## config.mk

```make
export PLATFORM = sky130hd
export DESIGN_NAME = muldiv_sequencer
export DESIGN_NICKNAME = d
export VERILOG_FILES = /design/src/rtl/muldiv_sequencer.sv
export SDC_FILE = /design/constraint.sdc
export NUM_CORES = 1
export LEC_CHECK = 0
export CORE_UTILIZATION = 35
export CTS_CLUSTER_DIAMETER = 40
export DETAILED_ROUTE_END_ITERATION = 8
export DONT_BUFFER_PORTS = 1
export GPL_ROUTABILITY_DRIVEN = 0
export PLACE_DENSITY = 0.54
export SYNTH_ARGS = -nofsm -noshare
export SYNTH_HDL_FRONTEND = slang
export SYNTH_SLANG_ARGS = --single-unit
```

## constraint.sdc

```tcl
create_clock -name clk -period 4.2 [get_ports clk]
set_clock_uncertainty 0.2 [all_clocks]
set_input_delay 0.42 -clock clk [delete_from_list [all_inputs] [get_ports clk]]
set_output_delay 0.42 -clock clk [all_outputs]
set_load 0.03 [all_outputs]
```

## src/rtl/muldiv_sequencer.sv

```systemverilog
// Control sequencer for an iterative MULTU/DIVU unit.
// Walks IDLE -> LOAD -> RUN (STEPS iterations) -> WRITE and drives the datapath strobes.
// Optional build macro: MULDIV_DIVU_EN (when defined, DIVU is accepted and reported as op_sel=10).
// Handshake: start is sampled on a rising edge only while idle with a legal funct;
// any start seen while busy is dropped, and stall holds the front end meanwhile.
module muldiv_sequencer #(
    parameter int STEPS = 32
) (
    input  logic       clk,
    input  logic       rst,
    input  logic       start,
    input  logic [5:0] funct,
    input  logic       mf_req,
    output logic       busy,
    output logic       ld,
    output logic       step,
    output logic [5:0] step_cnt,
    output logic [1:0] op_sel,
    output logic       hilo_we,
    output logic       done,
    output logic       stall,
    output logic [1:0] o_dbg_state
);

    localparam logic [5:0] F_MULTU = 6'b011001;
    localparam logic [5:0] F_DIVU  = 6'b011011;
    localparam logic [5:0] LAST    = 6'(STEPS - 1);

    typedef enum logic [1:0] {
        S_IDLE  = 2'd0,
        S_LOAD  = 2'd1,
        S_RUN   = 2'd2,
        S_WRITE = 2'd3
    } state_t;

    state_t     r_state;
    state_t     w_next;
    logic [1:0] r_op_sel;
    logic [5:0] r_step_cnt;
    logic [1:0] w_req_op;
    logic       w_accept;

    // Decode funct into an operation code; 00 marks an unsupported funct.
    always_comb begin
        w_req_op = 2'b00;
        if (funct == F_MULTU) begin
            w_req_op = 2'b01;
        end
`ifdef MULDIV_DIVU_EN
        else if (funct == F_DIVU) begin
            w_req_op = 2'b10;
        end
`else
        else if (funct == F_DIVU) begin
            w_req_op = 2'b00;
        end
`endif
    end

    assign w_accept = (r_state == S_IDLE) && start && (w_req_op != 2'b00);

    // Next-state logic: one LOAD cycle, STEPS RUN cycles, one WRITE cycle.
    always_comb begin
        w_next = r_state;
        case (r_state)
            S_IDLE:  if (w_accept) w_next = S_LOAD;
            S_LOAD:  w_next = S_RUN;
            S_RUN:   if (r_step_cnt == LAST) w_next = S_WRITE;
            S_WRITE: w_next = S_IDLE;
            default: w_next = S_IDLE;
        endcase
    end

    // State register; reset aborts any operation in flight.
    always_ff @(posedge clk or posedge rst) begin
        if (rst) r_state <= S_IDLE;
        else     r_state <= w_next;
    end

    // Operation code captured on acceptance, cleared as the unit returns to idle.
    always_ff @(posedge clk or posedge rst) begin
        if (rst)                     r_op_sel <= 2'b00;
        else if (w_accept)           r_op_sel <= w_req_op;
        else if (r_state == S_WRITE) r_op_sel <= 2'b00;
    end

    // Iteration index: counts during RUN, saturates at STEPS-1, cleared leaving WRITE.
    always_ff @(posedge clk or posedge rst) begin
        if (rst) begin
            r_step_cnt <= 6'd0;
        end else if (r_state == S_RUN) begin
            if (r_step_cnt != LAST) r_step_cnt <= r_step_cnt + 6'd1;
        end else if (r_state == S_WRITE) begin
            r_step_cnt <= 6'd0;
        end
    end

    assign busy        = (r_state != S_IDLE);
    assign ld          = (r_state == S_LOAD);
    assign step        = (r_state == S_RUN);
    assign hilo_we     = (r_state == S_WRITE);
    assign done        = (r_state == S_WRITE);
    assign step_cnt    = r_step_cnt;
    assign op_sel      = r_op_sel;
    assign stall       = busy & (mf_req | start);
    assign o_dbg_state = r_state;

endmodule

```

# Word-level counts from Yosys, hierarchy flattened

Cells that the tools add are included.

Add/subtract/negate cells: 1
$mul: 0
Div/mod/pow operators: 0
$lt $le $gt $ge: 0
Eq/ne operators: 9
Shift operators: 0
Multiplexer cells: 9
Bitwise logic cells: 2
Reductions and logical operators: 9

Operator list:

| operator            | number |
|---|---|
| $mux 6              | 3 |
| $eq 6x5->1 const B  | 2 |
| $mux 2              | 4 |
| $pmux 2 s4          | 1 |
| $reduce_bool 2->1   | 4 |
| $add 6x1->6 const B | 1 |
| $ne 6x5->1 const B  | 1 |
| $eq 2x2->1 const B  | 2 |
| $ne 2x1->1 const B  | 2 |
| $reduce_and 2->1    | 2 |
| $eq 2x1->1 const B  | 1 |
| $logic_and 1x1->1   | 2 |
| $logic_not 2->1     | 1 |
| $ne 2x2->1 const B  | 1 |
| $and 1x1->1         | 1 |
| $mux 1              | 1 |
| $or 1x1->1          | 1 |

Bits in registers: 10
Bits in latches: 0
Bits in writable memories: 0
ROM bits: 0
Input bits: 10
Output and inout port bits: 16
Word-level logic and storage cells: 33
Memories: 0

# Logic depth before layout (Yosys ltp)

Gate-level depths: netlist of run 1.

Depth after elaboration: 6
Gate-level depth with buffers: 7
Mapped depth without buffers: 6

# Least setup slack after synthesis of run 1

Ideal clock, no wire load.

Kind: register -> register
Start: register r_state[0], in the netlist o_dbg_state[0]
End: register r_state[1], in the netlist o_dbg_state[1]
Setup time: 0.128 ns
Data arrival time: 1.785 ns
Data required time: 3.872 ns
Path slack: 2.087 ns
Stages on the path, launching flop included: 7
Buffers on the path: 1
Clock period less this slack: 2.113 ns
Cell sequence: dfrtp_1 > inv_1 > ha_1 > clkbuf_2 > inv_2 > a2bb2oi_4 > mux2_1

Elaborated cells on any way between the ends: 10
Those cells by class: eq/ne: 5; mux: 1; reduce/logical: 4

RTL lines:

| what                              | RTL line | RTL |
|---|---|---|
| start: declaration                | 36       | `state_t r_state;` |
| start signal: assignment          | 77       | `else r_state <= w_next;` |
| $eq 2x2->1 (*)                    | -        |  |
| net step                          | 16       | `output logic step,` |
| $ne 2x1->1 (no source line)       | -        |  |
| $reduce_and 2->1 (no source line) | -        |  |

Mark *: on every way through the listed nets, which the timed path passes. The rest lies on a longest branch.
A chain may end at the register's enable or synchronous reset.

# Worst setup path after layout of run 1

Start: register r_state[0], in the netlist o_dbg_state[0]
End: output stall

Cells in the longest elaborated chain, start to end: 2

RTL lines:

| what              | RTL line | RTL |
|---|---|---|
| $reduce_bool 2->1 | 98       | `assign busy = (r_state != S_IDLE);` |
| $and 1x1->1       | 105      | `assign stall = busy & (mf_req \| start);` |
| end: declaration  | 21       | `output logic stall,` |

Every way passes these cells.

==> flow_metrics.tcl, run 1 <==
set metrics [dict create \
    status "finished, final reports clean" \
    ant_nets 0 \
    vias_per_cell 5.65 \
    synth_top_family_by_area "simple AND/OR/NAND/NOR gates" \
    synthCells 63 \
    synth_compound_area_share_pct 15.3 \
    dp_hpwl_um 929 \
    cp.required_ns 3.58 \
    cts_sinks 9 \
    synth_area_sq_um 622 \
    drc 0 \
    fmax_mhz 422 \
    io_buffers 0 \
    relSlewSlack_pct 51.7 \
    die_y_um 44.2 \
    setup_violations 0 \
    cts_root_buffer "clkbuf_4" \
    critPathKind "reg2out" \
    clk_latency_ns 0.27 \
    die_w_um 44.2 \
    ir_drop_v 0.000382 \
    finalWirelength_mm 1.21 \
    cts.clk_slew.worst_paths_ns 0.06 \
    cts_tree "built" \
    path_delay_family "flip-flops" \
    finalSetupTns_ns 0 \
    synth_nets 79 \
    core_area_sq_um 1580 \
    antenna_cells 0 \
    crit_path_start_kind "register" \
    synth.area.top_cells "dfrtp_1 (36%), ha_1 (12%), nor2_1 (4.8%)" \
    grt_max_degree 10 \
    max-clock-path-buffers 2 \
    num_io_pins 26 \
    tightest_slew_ns 0.725 \
    netlist.top_cell.by_area "dfrtp_1" \
    dieArea_sq_um 1950 \
    worstPathCellList "inv_1 > ha_1 > nor2_1" \
    synth_fa_ha_area_share_pct 12.1 \
    cts_setup_buffers 0 \
    cts_buffers 3 \
    fp-row-count 14 \
    grt_first_pass_wirelength_mm 2.06 \
    synth.distinct_cells 30 \
    avgSynthCellArea_sq_um 9.87 \
    p_per_area_nw_per_um2 786 \
    synthSimpleGateAreaFrac_pct 22.5 \
    hold_viol 0 \
    hold_path_class "in2reg" \
    slew_violations 0 \
    ys_warn_count 0 \
    drv_cap 0 \
    synth_seq_cells 9 \
    crit_path_end_kind "primary output" \
    synth_top_area_share_pct 36.2 \
    rsz0062_at_grt "false" \
    h-tree-depth 1 \
    post_cts_resized 0 \
    synthMuxAreaShare_pct 5.03 \
    first_global_vias 440 \
    track_usage_pct 15.2 \
    utilization_pct 41.7 \
    crit_slowest_cell "dfrtp_1" \
    overflow 0 \
    antenna_found_initial 0 \
    path_buf_inv 1 \
    wl_per_cell_um 15.0 \
    drt_pre_antenna_iters 4 \
    drtIter0Drc 1 \
    area_growth_pct 5.84 \
    period_share_pct 56.4 \
    fin_crit_ns 2.37 \
    start_util_pct 39.4 \
    cp.arrival_ns 1.75 \
    synth-xor-area-share_pct 1.41 \
    drive_above_1_share_pct 13.8 \
    p_leak_nw 0.350 \
    hold_buffers 1 \
    ys_seq_area_share_pct 36.2 \
    crit_fanout 5 \
    vias 458 \
    max_stage_delay_ns 0.58 \
    nNetsFinal 82 \
]
[through the flow]
stage	hold WS (ns)	std cells	power [mW]	cell area (sq um)	worst slack (ns)
floorplan	0.0479	63	0.423	622	2.09
global placement	0.107	76	0.451	622	2.02
detailed placement	0.106	76	0.454	622	1.98
CTS	0.195	81	0.526	658	1.80
global route	0.217	81	0.556	658	1.75
finish	0.204	81	0.517	658	1.83
[power by group]
group | internal (mW) | switching [mW]
clock | 0.0368 | 0.0326
sequential | 0.111 | 0.0888
combinational | 0.0876 | 0.161
total | 0.235 | 0.282
[state kept, by name (all words and copies together) (netlist names)]
| register | flops |
|---|---|
| step_cnt | 6 |
| o_dbg_state | 2 |
| op_sel | 1 |
[path summary, 6_finish.rpt]
kind | from | to | slack, ns | depth (start not counted)
worst max-delay path | o_dbg_state[0] | stall | 1.83 | 3
worst min-delay path | funct[0] | op_sel[0] | 0.20 | 2
worst max register to register | o_dbg_state[0] | o_dbg_state[1] | 1.99 | 5
worst min register to register | op_sel[0] | op_sel[0] | 0.51 | 2
max in group asynchronous | rst | o_dbg_state[0] | 3.17 | 2
min in group asynchronous | rst | step_cnt[4] | 0.36 | 2
[synthesized netlist by cell type]
cell type	count
dfrtp_1	9
nor2_1	8
ha_1	6
inv_1	5
nand2_1	5
nand3_1	3
buf_4	2
mux2i_1	2
o22ai_1	2
a21oi_1	1
a2bb2oi_1	1
a2bb2oi_4	1
a31oi_1	1
a41o_1	1
a41oi_1	1
and3_1	1
and4bb_2	1
clkbuf_2	1
conb_1	1
inv_2	1
mux2_1	1
nand3b_4	1
nand4b_2	1
nor2_4	1
nor2b_1	1
nor3_1	1
o21a_1	1
o21ai_0	1
o21ai_1	1
xor2_1	1
[worst register-to-register path, delay by kind of cell, from the launching register on]
| kind | cells | cell delay (ns) |
|---|---|---|
| AOI/OAI and AO/OA | 1 | 0.20 |
| adders and majority gates | 1 | 0.53 |
| buffers and inverters | 2 | 0.34 |
| DFF | 1 | 0.53 |
| muxes | 1 | 0.30 |
[logic make-up (layout without fill, tap and decap cells)]
family,after synthesis,count (layout)
and+or+nand+nor,23,23
AOI/OAI and AO/OA,11,11
DFF,9,9
buffers and inverters,9,11
adders and majority gates,6,6
muxes,3,3
other,1,1
xor gates and xnor gates,1,1
[layout make-up]
cell class              instances  area [sq um]
clock buffers                   4          26.3
well taps                      16          20.0
flip-flops and latches          9           225
multi-input cells              45           354
repair buffers                  1          10.0
inverters                       6          22.5
fillers                       154           918
[per-layer routing]
metal  share of wire [%]  vias to the layer above  track usage (%)
li1                    -                      223                -
met1                  45                      215             17.3
met2                  46                       16             22.1
met3                 7.0                        4             8.57
met4                 1.9                        0             9.09
met5                   0                        -                0
[placed cells by master, fill, tap and decap left out, types with 2 or more instances in the layout]
cell type / count
clkbuf_4: 3
ha_1: 6
dfrtp_1: 9
nor2_1: 8
nand2_1: 5
mux2i_1: 2
inv_1: 5
nand3_1: 3
o22ai_1: 2
Note: power is estimated with default switching activity, not from simulation.
==> inputs of run 2 (changes only) <==
- PLACE_DENSITY: 0.54 -> 0.56
- clock period: 4.2 -> 2.1 ns (I/O delays scaled with it)
==> run 2 against run 1 <==
The run now ends with DRC left. Via count rose by 12%. Global-route usage rose by 0.78 points. Setup slack worse by 1.6 ns. Sequential share of layout area is 3.9 points lower. First-iteration DRC count grew to 17 times the previous value. Worst hold slack lost 0.10 ns. Sequential power rose by 47%. Largest power group unchanged. Highest routed layer unchanged.
==> flow_metrics.tcl, run 2 (synthesis results as in run 1) <==
set metrics [dict create \
    grt_max_degree 10 \
    crit_path_start_kind "register" \
    core_area_sq_um 1580 \
    antenna_cells 0 \
    cp.arrival_ns 1.45 \
    hold_start "start" \
    num_io_pins 26 \
    setup_violations 0 \
    cts.clk_slew.worst_paths_ns 0.06 \
    slew_violations 0 \
    first_global_vias 495 \
    post_cts_resized 0 \
    clk_latency_ns 0.26 \
    h-tree-depth 1 \
    power_frac_seq_pct 25.8 \
    critPathKind "reg2out" \
    cts_sinks 9 \
    overflow 0 \
    p_sw_mw 0.588 \
    status "finished, violations left" \
    cp.required_ns 1.69 \
    drv_cap 0 \
    fill_cells 163 \
    hold-worst-slack_ns 0.101 \
    cts_buffers 3 \
    die_y_um 44.2 \
    fin_crit_ns 1.86 \
    rsz0062_at_grt "false" \
    power.internal_mw 0.550 \
    final_common_cell "buf_4" \
    ir_drop_v 0.000776 \
    io_buffers 0 \
    dp_hpwl_um 991 \
    layout_common_cells "buf_4 (9), nor2_1 (8), dfrtp_1 (8)" \
    violations "DRC" \
    finalWirelength_mm 1.31 \
    worstPathCellList "inv_1 > ha_1 > nor2_1 > buf_4" \
    dieArea_sq_um 1950 \
    power_mw 1.14 \
    largest_reg_flops 6 \
    worstSetupStartpoint "o_dbg_state[0]" \
    wl_per_cell_um 14.3 \
    clkPwrFrac_pct 11.9 \
    drt_pre_antenna_iters 6 \
    drtIter0Drc 17 \
    max_stage_delay_ns 0.49 \
    swShare_pct 51.6 \
    ff2ff_path_depth 5 \
    antenna_found_initial 0 \
    p_comb_share_pct 62.3 \
    vias_per_cell 5.55 \
    drc 1 \
    drive_above_1_share_pct 25.0 \
    finalSetupTns_ns 0 \
    nNetsFinal 93 \
    fmax_mhz 538 \
    cts_tree "built" \
    hold_viol 0 \
    hold_path_class "in2reg" \
    area_growth_pct 20.1 \
    crit_slowest_cell "dfrtp_2" \
    p_leak_nw 0.401 \
    ant_nets 0 \
    crit_fanout 5 \
    cts_root_buffer "clkbuf_4" \
    regArea_sq_um 226 \
    crit_path_end_kind "primary output" \
    period_share_pct 88.5 \
    r2r_slack_ns 0.30 \
    worst_hold_path.num_cells 3 \
    multiInputGateArea_sq_um 354 \
    max-clock-path-buffers 2 \
    vias 511 \
    start_util_pct 39.4 \
    p_per_area_nw_per_um2 1520 \
    reg2reg_from "step_cnt[0]" \
    die_w_um 44.2 \
    track_usage_pct 16.0 \
    fp-row-count 14 \
    grt_first_pass_wirelength_mm 2.15 \
]
run 2: per-layer routing:
metal,vias up,global-route usage [%],wire length [um]
li1,244,-,-
met2,18,25.6,643
met1,247,18.6,570
met5,-,0,0
met4,0,10.9,18
met3,2,4.08,79
run 2: final timing paths:
path	endpoint
min in group asynchronous	step_cnt[2]
max in group asynchronous	o_dbg_state[0]
min	o_dbg_state[0]
max	stall
min reg2reg	o_dbg_state[1]
max reg2reg	o_dbg_state[1]
run 2: critical path, delay by kind of cell (launching register included):
family | cells | cell delay (ns)
adder cells (fa/ha/maj) | 1 | 0.28
buffers and inverters | 2 | 0.28
flip-flops | 1 | 0.49
AND/OR/NAND/NOR | 1 | 0.13
run 2: timing repair:
item                      in CTS  in global routing
buffers inserted               0                  0
hold endpoints to repair      10                  0
hold buffers                   3                  0
run 2: power groups by stage:
stage	sequential (mW)	clock, mW	combinational (mW)
floorplan	0.384	0	0.465
global placement	0.295	0	0.704
detailed placement	0.297	0	0.707
CTS	0.295	0.146	0.713
global route	0.304	0.153	0.762
finish	0.294	0.136	0.708
run 2: per-stage QoR:
stage          setup slack, ns  instance area (sq um)  instances  utilization (%)
2_1_floorplan           0.0481                    623         63                -
3_3_place_gp             0.343                    691         85             43.8
3_5_place_dp             0.304                    691         85             43.8
4_1_cts                  0.217                    747         92             47.4
5_1_grt                  0.176                    747         92             47.4
6_report                 0.241                    747         92             47.4
run 2: layout make-up:
type                            count  share of cell area (%)
Multi-Input combinational cell     45                    47.4
Timing Repair Buffer               12                    13.1
Clock buffer                        4                    3.52
Sequential cell                     9                    30.3
Inverter                            6                    3.02
Tap cell                           16                    2.68
